===== src/rtl/dual_serial_tx_pkg.sv =====
// Shared types and constants for the dual-lane serial transmitter.
// Optional parity frame bit is enabled by defining DUAL_SERIAL_TX_PARITY_EN.
package dual_serial_pkg;

  localparam int unsigned DEF_WIDTH = 6;

  typedef enum logic [1:0] {
    ST_IDLE   = 2'd0,
    ST_SHIFT  = 2'd1,
    ST_PARITY = 2'd2,
    ST_DONE   = 2'd3
  } state_t;

  // Even parity (XOR reduction) of a word up to 32 bits, zero-extended.
  function automatic logic word_parity(input logic [31:0] w);
    return ^w;
  endfunction

endpackage


===== src/rtl/dual_serial_tx_if.sv =====
// Load handshake and two-lane serial output bundle of dual_serial_tx.
// The slave modport is the transmitter; the master modport is its stimulus source.
interface dual_serial_tx_if
  import dual_serial_pkg::*;
#(
  parameter int unsigned WIDTH = DEF_WIDTH
) ();

  logic             start_i;
  logic [WIDTH-1:0] a_i;
  logic [WIDTH-1:0] b_i;
  logic             ready_o;
  logic             out_1;
  logic             out_2;
  logic             valid_o;
  logic             last_o;
  logic             done_o;

  modport master (
    output start_i, a_i, b_i,
    input  ready_o, out_1, out_2, valid_o, last_o, done_o
  );

  modport slave (
    input  start_i, a_i, b_i,
    output ready_o, out_1, out_2, valid_o, last_o, done_o
  );

endinterface


===== src/rtl/dual_serial_tx_piso_lane.sv =====
// One serial lane: WIDTH-bit load/shift-left register presenting its MSB,
// plus a running XOR of shifted-out bits when DUAL_SERIAL_TX_PARITY_EN is defined.
module piso_lane #(
  parameter int unsigned WIDTH = 6
) (
  input  logic             clk,
  input  logic             rst,
  input  logic             load,
  input  logic             shift,
  input  logic [WIDTH-1:0] data,
`ifdef DUAL_SERIAL_TX_PARITY_EN
  output logic             par,
`endif
  output logic             msb
);

  logic [WIDTH-1:0] sreg;

  always_ff @(posedge clk) begin
    if (rst) begin
      sreg <= '0;
    end else if (load) begin
      sreg <= data;
    end else if (shift) begin
      sreg <= {sreg[WIDTH-2:0], 1'b0};
    end
  end

`ifdef DUAL_SERIAL_TX_PARITY_EN
  // Accumulated over the bits actually sent, so it equals the word's parity
  // exactly when the last data bit has left the register.
  always_ff @(posedge clk) begin
    if (rst || load) begin
      par <= 1'b0;
    end else if (shift) begin
      par <= par ^ sreg[WIDTH-1];
    end
  end
`endif

  assign msb = sreg[WIDTH-1];

endmodule


===== src/rtl/dual_serial_tx.sv =====
// Dual-lane MSB-first parallel-to-serial transmitter with load handshake.
// Define DUAL_SERIAL_TX_PARITY_EN to append a per-lane even-parity bit to each frame.
module dual_serial_tx
  import dual_serial_pkg::*;
#(
  parameter int unsigned WIDTH = DEF_WIDTH
) (
  input  logic              clk,
  input  logic              rst,
  dual_serial_tx_if.slave   bus
);

  localparam int unsigned CNT_W = (WIDTH > 1) ? $clog2(WIDTH) : 1;
  localparam logic [CNT_W-1:0] CNT_LAST = CNT_W'(WIDTH - 1);
  localparam logic [CNT_W-1:0] CNT_PENULT = CNT_W'(WIDTH - 2);

  state_t           state;
  logic [CNT_W-1:0] cnt;
  logic             ready_r;
  logic             valid_r;
  logic             last_r;
  logic             done_r;
  logic             load;
  logic             shift;
  logic             msb_a;
  logic             msb_b;
`ifdef DUAL_SERIAL_TX_PARITY_EN
  logic             par_a;
  logic             par_b;
`endif

  assign load  = (state == ST_IDLE) && bus.start_i;
  assign shift = (state == ST_SHIFT);

  always_ff @(posedge clk) begin
    if (rst) begin
      state   <= ST_IDLE;
      cnt     <= '0;
      ready_r <= 1'b1;
      valid_r <= 1'b0;
      last_r  <= 1'b0;
      done_r  <= 1'b0;
    end else begin
      case (state)
        ST_IDLE: begin
          if (bus.start_i) begin
            state   <= ST_SHIFT;
            cnt     <= '0;
            ready_r <= 1'b0;
            valid_r <= 1'b1;
            last_r  <= 1'b0;
          end
        end
        ST_SHIFT: begin
          if (cnt == CNT_LAST) begin
            cnt <= '0;
`ifdef DUAL_SERIAL_TX_PARITY_EN
            state   <= ST_PARITY;
            valid_r <= 1'b1;
            last_r  <= 1'b1;
`else
            state   <= ST_DONE;
            valid_r <= 1'b0;
            last_r  <= 1'b0;
            done_r  <= 1'b1;
`endif
          end else begin
            cnt <= cnt + CNT_W'(1);
`ifndef DUAL_SERIAL_TX_PARITY_EN
            // last_o is registered, so it is raised one edge before the final bit.
            last_r <= (cnt == CNT_PENULT);
`endif
          end
        end
        ST_PARITY: begin
          state   <= ST_DONE;
          valid_r <= 1'b0;
          last_r  <= 1'b0;
          done_r  <= 1'b1;
        end
        ST_DONE: begin
          state   <= ST_IDLE;
          done_r  <= 1'b0;
          ready_r <= 1'b1;
        end
        default: begin
          state   <= ST_IDLE;
          cnt     <= '0;
          ready_r <= 1'b1;
          valid_r <= 1'b0;
          last_r  <= 1'b0;
          done_r  <= 1'b0;
        end
      endcase
    end
  end

  piso_lane #(.WIDTH(WIDTH)) u_lane_a (
    .clk   (clk),
    .rst   (rst),
    .load  (load),
    .shift (shift),
    .data  (bus.a_i),
`ifdef DUAL_SERIAL_TX_PARITY_EN
    .par   (par_a),
`endif
    .msb   (msb_a)
  );

  piso_lane #(.WIDTH(WIDTH)) u_lane_b (
    .clk   (clk),
    .rst   (rst),
    .load  (load),
    .shift (shift),
    .data  (bus.b_i),
`ifdef DUAL_SERIAL_TX_PARITY_EN
    .par   (par_b),
`endif
    .msb   (msb_b)
  );

  // Lane bits are gated by the registered valid flag, so idle outputs are 0
  // and no input reaches an output without passing a flop.
`ifdef DUAL_SERIAL_TX_PARITY_EN
  assign bus.out_1 = valid_r & ((state == ST_PARITY) ? par_a : msb_a);
  assign bus.out_2 = valid_r & ((state == ST_PARITY) ? par_b : msb_b);
`else
  assign bus.out_1 = valid_r & msb_a;
  assign bus.out_2 = valid_r & msb_b;
`endif

  assign bus.ready_o = ready_r;
  assign bus.valid_o = valid_r;
  assign bus.last_o  = last_r;
  assign bus.done_o  = done_r;

endmodule


===== src/flat_wrapper.sv =====
// flat-port wrapper written by rule: the top's interface ports become plain ports
module dual_serial_tx_flat import dual_serial_pkg::*;
#(
  parameter int unsigned WIDTH = DEF_WIDTH
)
  (clk, rst, bus_start_i, bus_a_i, bus_b_i, bus_ready_o, bus_out_1, bus_out_2, bus_valid_o, bus_last_o, bus_done_o);
  dual_serial_tx_if #(.WIDTH(WIDTH)) bus_i ();
  input  logic clk;
  input  logic rst;
  input wire logic [$bits(bus_i.start_i)-1:0] bus_start_i;
  input wire logic [$bits(bus_i.a_i)-1:0] bus_a_i;
  input wire logic [$bits(bus_i.b_i)-1:0] bus_b_i;
  output wire logic [$bits(bus_i.ready_o)-1:0] bus_ready_o;
  output wire logic [$bits(bus_i.out_1)-1:0] bus_out_1;
  output wire logic [$bits(bus_i.out_2)-1:0] bus_out_2;
  output wire logic [$bits(bus_i.valid_o)-1:0] bus_valid_o;
  output wire logic [$bits(bus_i.last_o)-1:0] bus_last_o;
  output wire logic [$bits(bus_i.done_o)-1:0] bus_done_o;
  assign bus_i.start_i = bus_start_i;
  assign bus_i.a_i = bus_a_i;
  assign bus_i.b_i = bus_b_i;
  assign bus_ready_o = bus_i.ready_o;
  assign bus_out_1 = bus_i.out_1;
  assign bus_out_2 = bus_i.out_2;
  assign bus_valid_o = bus_i.valid_o;
  assign bus_last_o = bus_i.last_o;
  assign bus_done_o = bus_i.done_o;
  dual_serial_tx #(.WIDTH(WIDTH)) u_core (.clk(clk), .rst(rst), .bus(bus_i));
endmodule

===== config.mk =====
export PLATFORM = sky130hd
export DESIGN_NAME = dual_serial_tx_flat
export DESIGN_NICKNAME = d
export VERILOG_FILES = /design/src/rtl/dual_serial_tx_pkg.sv /design/src/rtl/dual_serial_tx_if.sv /design/src/rtl/dual_serial_tx_piso_lane.sv /design/src/rtl/dual_serial_tx.sv /design/src/flat_wrapper.sv
export SDC_FILE = /design/constraint.sdc
export NUM_CORES = 1
export LEC_CHECK = 0
export CAP_MARGIN = 40
export CORE_ASPECT_RATIO = 0.75
export CORE_UTILIZATION = 25
export CTS_CLUSTER_DIAMETER = 200
export DETAILED_ROUTE_END_ITERATION = 12
export GPL_TIMING_DRIVEN = 0
export PLACE_DENSITY = 0.54
export SETUP_SLACK_MARGIN = 0.5
export SKIP_CTS_REPAIR_TIMING = 1
export SYNTH_ARGS = -nofsm -noshare
export SYNTH_HDL_FRONTEND = slang
export SYNTH_SLANG_ARGS = --single-unit
export TNS_END_PERCENT = 5

===== constraint.sdc =====
create_clock -name clk -period 1.85 [get_ports clk]
set_clock_uncertainty 0.2 [all_clocks]
set_input_delay 0.185 -clock clk [delete_from_list [all_inputs] [get_ports clk]]
set_output_delay 0.185 -clock clk [all_outputs]
set_load 0.05 [all_outputs]

==> flow_summary.toml <==
[final_layout]
design_area_um2 = 1490
layout-drive-gt1-share = 0.210
diodes = 0
syn_to_final_growth_pct = 40.3
nNetsFinal = 160
final_core_utilization = 0.367

[clock_tree]
clk_pin_slew_ns = 0.08
cts_tree = "done"
numCtsBuffers = 3
clk_path_buf_depth = 2
clkSinkCount = 21
cts_root_buf = "clkbuf_8"
clock_latency_ns = 0.26
htreeDepth = 1

[placed_design]
place_congestion = 0.792
place_hpwl_mm = 1.83
port_buffers = 20
place_area_um2 = 1400
pre_cts_slack_ns = -0.0157

[grt]
grt_pass1_vias = 869
grt_first_pass_wirelength_mm = 4.15
gr-total-overflow = 0
antenna_found_initial = 0
track_usage = 0.120
grt_max_degree = 12

[route]
wire_per_inst_um = 13.0
ant_nets = 0
drt-pass1-iter-count = 4
viasPerCell = 4.69
first_iter_violations = 28
drc = 0
drt-total-wl_mm = 2.50
vias = 905

[worst_setup_path]
path_max_fanout = 3
r2r-start = "u_core.state[1]"
r2r_cells = 4
cp_slowest_stage_delay_ns = 0.37
cpMaxStageDelayCell = "dfxtp_4"
cp.arrival_ns = 1.55
cp_cell_sequence = "buf_4, ha_1, or3_4, a311oi_2"
endpoint_kind = "flip-flop"
worst-setup-path-type = "flip-flop to flip-flop"
cp.required_ns = 1.83
crit_path_start_kind = "flip-flop"
r2r_slack_ns = 0.28
reg2reg_to = "u_core.bus.valid_o"

[yosys]
seq_area_frac_synth = 0.396
netlist_instances = 112
yosysTopAreaCell = "dfxtp_1"
syn_nets = 133
synth_common_cells = "21 x dfxtp_1, 16 x nor2_1, 12 x a211oi_1"
ys_ff_latch = 21
yosys_warnings = 0
postSynthAreaPerCell_um2 = 9.47
syn_area_um2 = 1060
synth_most_common_cell = "dfxtp_1"
ys_types = 31
synth_flop_cell = "dfxtp_1"
yosysTopAreaCellShare = 0.396
asyncSetResetFlopFracSynth = 0
synth_edf_count = 0
synthTopCellsByArea = "dfxtp_1 40%, mux2i_1 10%, a211oi_1 8.5%, ha_1 7.1%, nor2_1 5.7%"

[sta]
slew_headroom = 0.644
period_share = 0.849
finalWorstPathRequiredPeriod_ns = 1.57
final-hold-violation-count = 0
rsz0062_at_grt = "true"
fmax_ghz = 0.637
setup_viol = 0
worst_slack_ns = 0.279
drv_slew = 0
timing.hold.ws_ns = 0.298
worstMarginPinSlew_ns = 0.533

[hold_path]
hold_start = "u_core.u_lane_a.sreg[0]"
min_path_type = "flip-flop to flip-flop"
hold_depth = 2
min_to = "u_core.u_lane_a.sreg[0]"

[floorplan]
io_pins = 21
initial_core_util = 0.262
die_w_um = 77.2
die_h_um = 58.4
rows = 20
core-area_um2 = 4050
dieArea_um2 = 4510

[power_and_ir_drop]
power_uw = 1780
power.leakage_uw = 0.000627
powerDensity_nw_per_um2 = 1200
ir_worst_vdd_uv = 512

[outcome]
status = "finished clean"

[run]
maxCapViolCount = 0
## final cells by class
class	instances	area [µm²]
Buffer	6	53.8
Clock buffer	4	45.0
Fill cell	422	2560
Inverter	2	12.5
Multi-Input combinational cell	83	666
Sequential cell	21	428
Tap cell	55	68.8
Timing Repair Buffer	22	215
## cells by family (layout without fill, tap and decap cells)
group                    count (synthesis)  in the layout  share of synthesized area
AO/OA/AOI/OAI                           28             28                      0.197
adder cells (fa/ha/maj)                  6              6                     0.0708
multiplexers                            11             11                      0.104
AND/OR/NAND/NOR                         38             38                      0.192
buffers and inverters                    8             34                     0.0401
flip-flops                              21             21                      0.396
## worst max-delay path by stage
stage / start / end / slack (ns)
2_1_floorplan: u_core.state[1] / u_core.bus.valid_o / 0.37
3_3_place_gp: bus_start_i / u_core.u_lane_b.sreg[4] / 0.07
3_5_place_dp: bus_start_i / u_core.u_lane_a.sreg[1] / -0.02
4_1_cts: u_core.bus.valid_o / bus_out_1 / -0.14
5_1_grt: u_core.state[1] / u_core.state[1] / 0.22
6_report: u_core.state[1] / u_core.bus.valid_o / 0.28
## worst max-delay path, delay by kind of cell (launching register included)
| kind | cells | cell delay (ns) |
|---|---|---|
| adder cells (fa/ha/maj) | 1 | 0.18 |
| flip-flops | 1 | 0.37 |
| AO/OA/AOI/OAI | 1 | 0.25 |
| buffers and inverters | 1 | 0.14 |
| AND/OR/NAND/NOR | 1 | 0.34 |
## through the flow
stage	instances	TNS (ns)
CTS	191	-0.275
floorplan	112	0
global placement	187	0
global route	193	0
detailed placement	187	-0.0428
finish	193	0
## power by group
part           internal (µW)  leakage (µW)  switching, µW  total, µW
logic                    398      0.000430            444        842
clock network            154     0.0000228            152        306
registers                557      0.000174           79.9        637
total                   1110      0.000627            676       1780
## sequential cells by signal, indices dropped and copies added (netlist names)
name	cells
u_core.bus.last_o	1
u_core.bus.done_o	1
u_core.u_lane_a.sreg	6
u_core.state	2
u_core.cnt	3
u_core.bus.ready_o	1
u_core.u_lane_b.sreg	6
u_core.bus.valid_o	1
## cells in the final DEF (no fill, tap or decap), types with 2 or more instances in the layout
cell and n:
a21oi_1 6, and2_2 2, dfxtp_1 19, clkbuf_8 3
nor2_1 16, a211oi_1 11, inv_4 2, o21ai_1 3
nand2_1 5, mux2i_1 10, clkdlybuf4s50_1 14, ha_4 3
buf_4 2, nand3_1 2, dlymetal6s2s_1 4, dfxtp_4 2
nand2b_1 3, nand3b_1 2, clkbuf_2 3, ha_1 3
clkbuf_1 3, buf_8 2
## routing by layer
layer  global-route usage  share of wire  vias up  wire length, µm
met3               0.0326          0.046        2              115
met1                0.160           0.51      429             1270
li1                     -              -      451                -
met4               0.0485         0.0076        0               19
met5                    0              0        -                0
met2                0.186           0.44       23             1100
(Power assumes the default switching activity.)
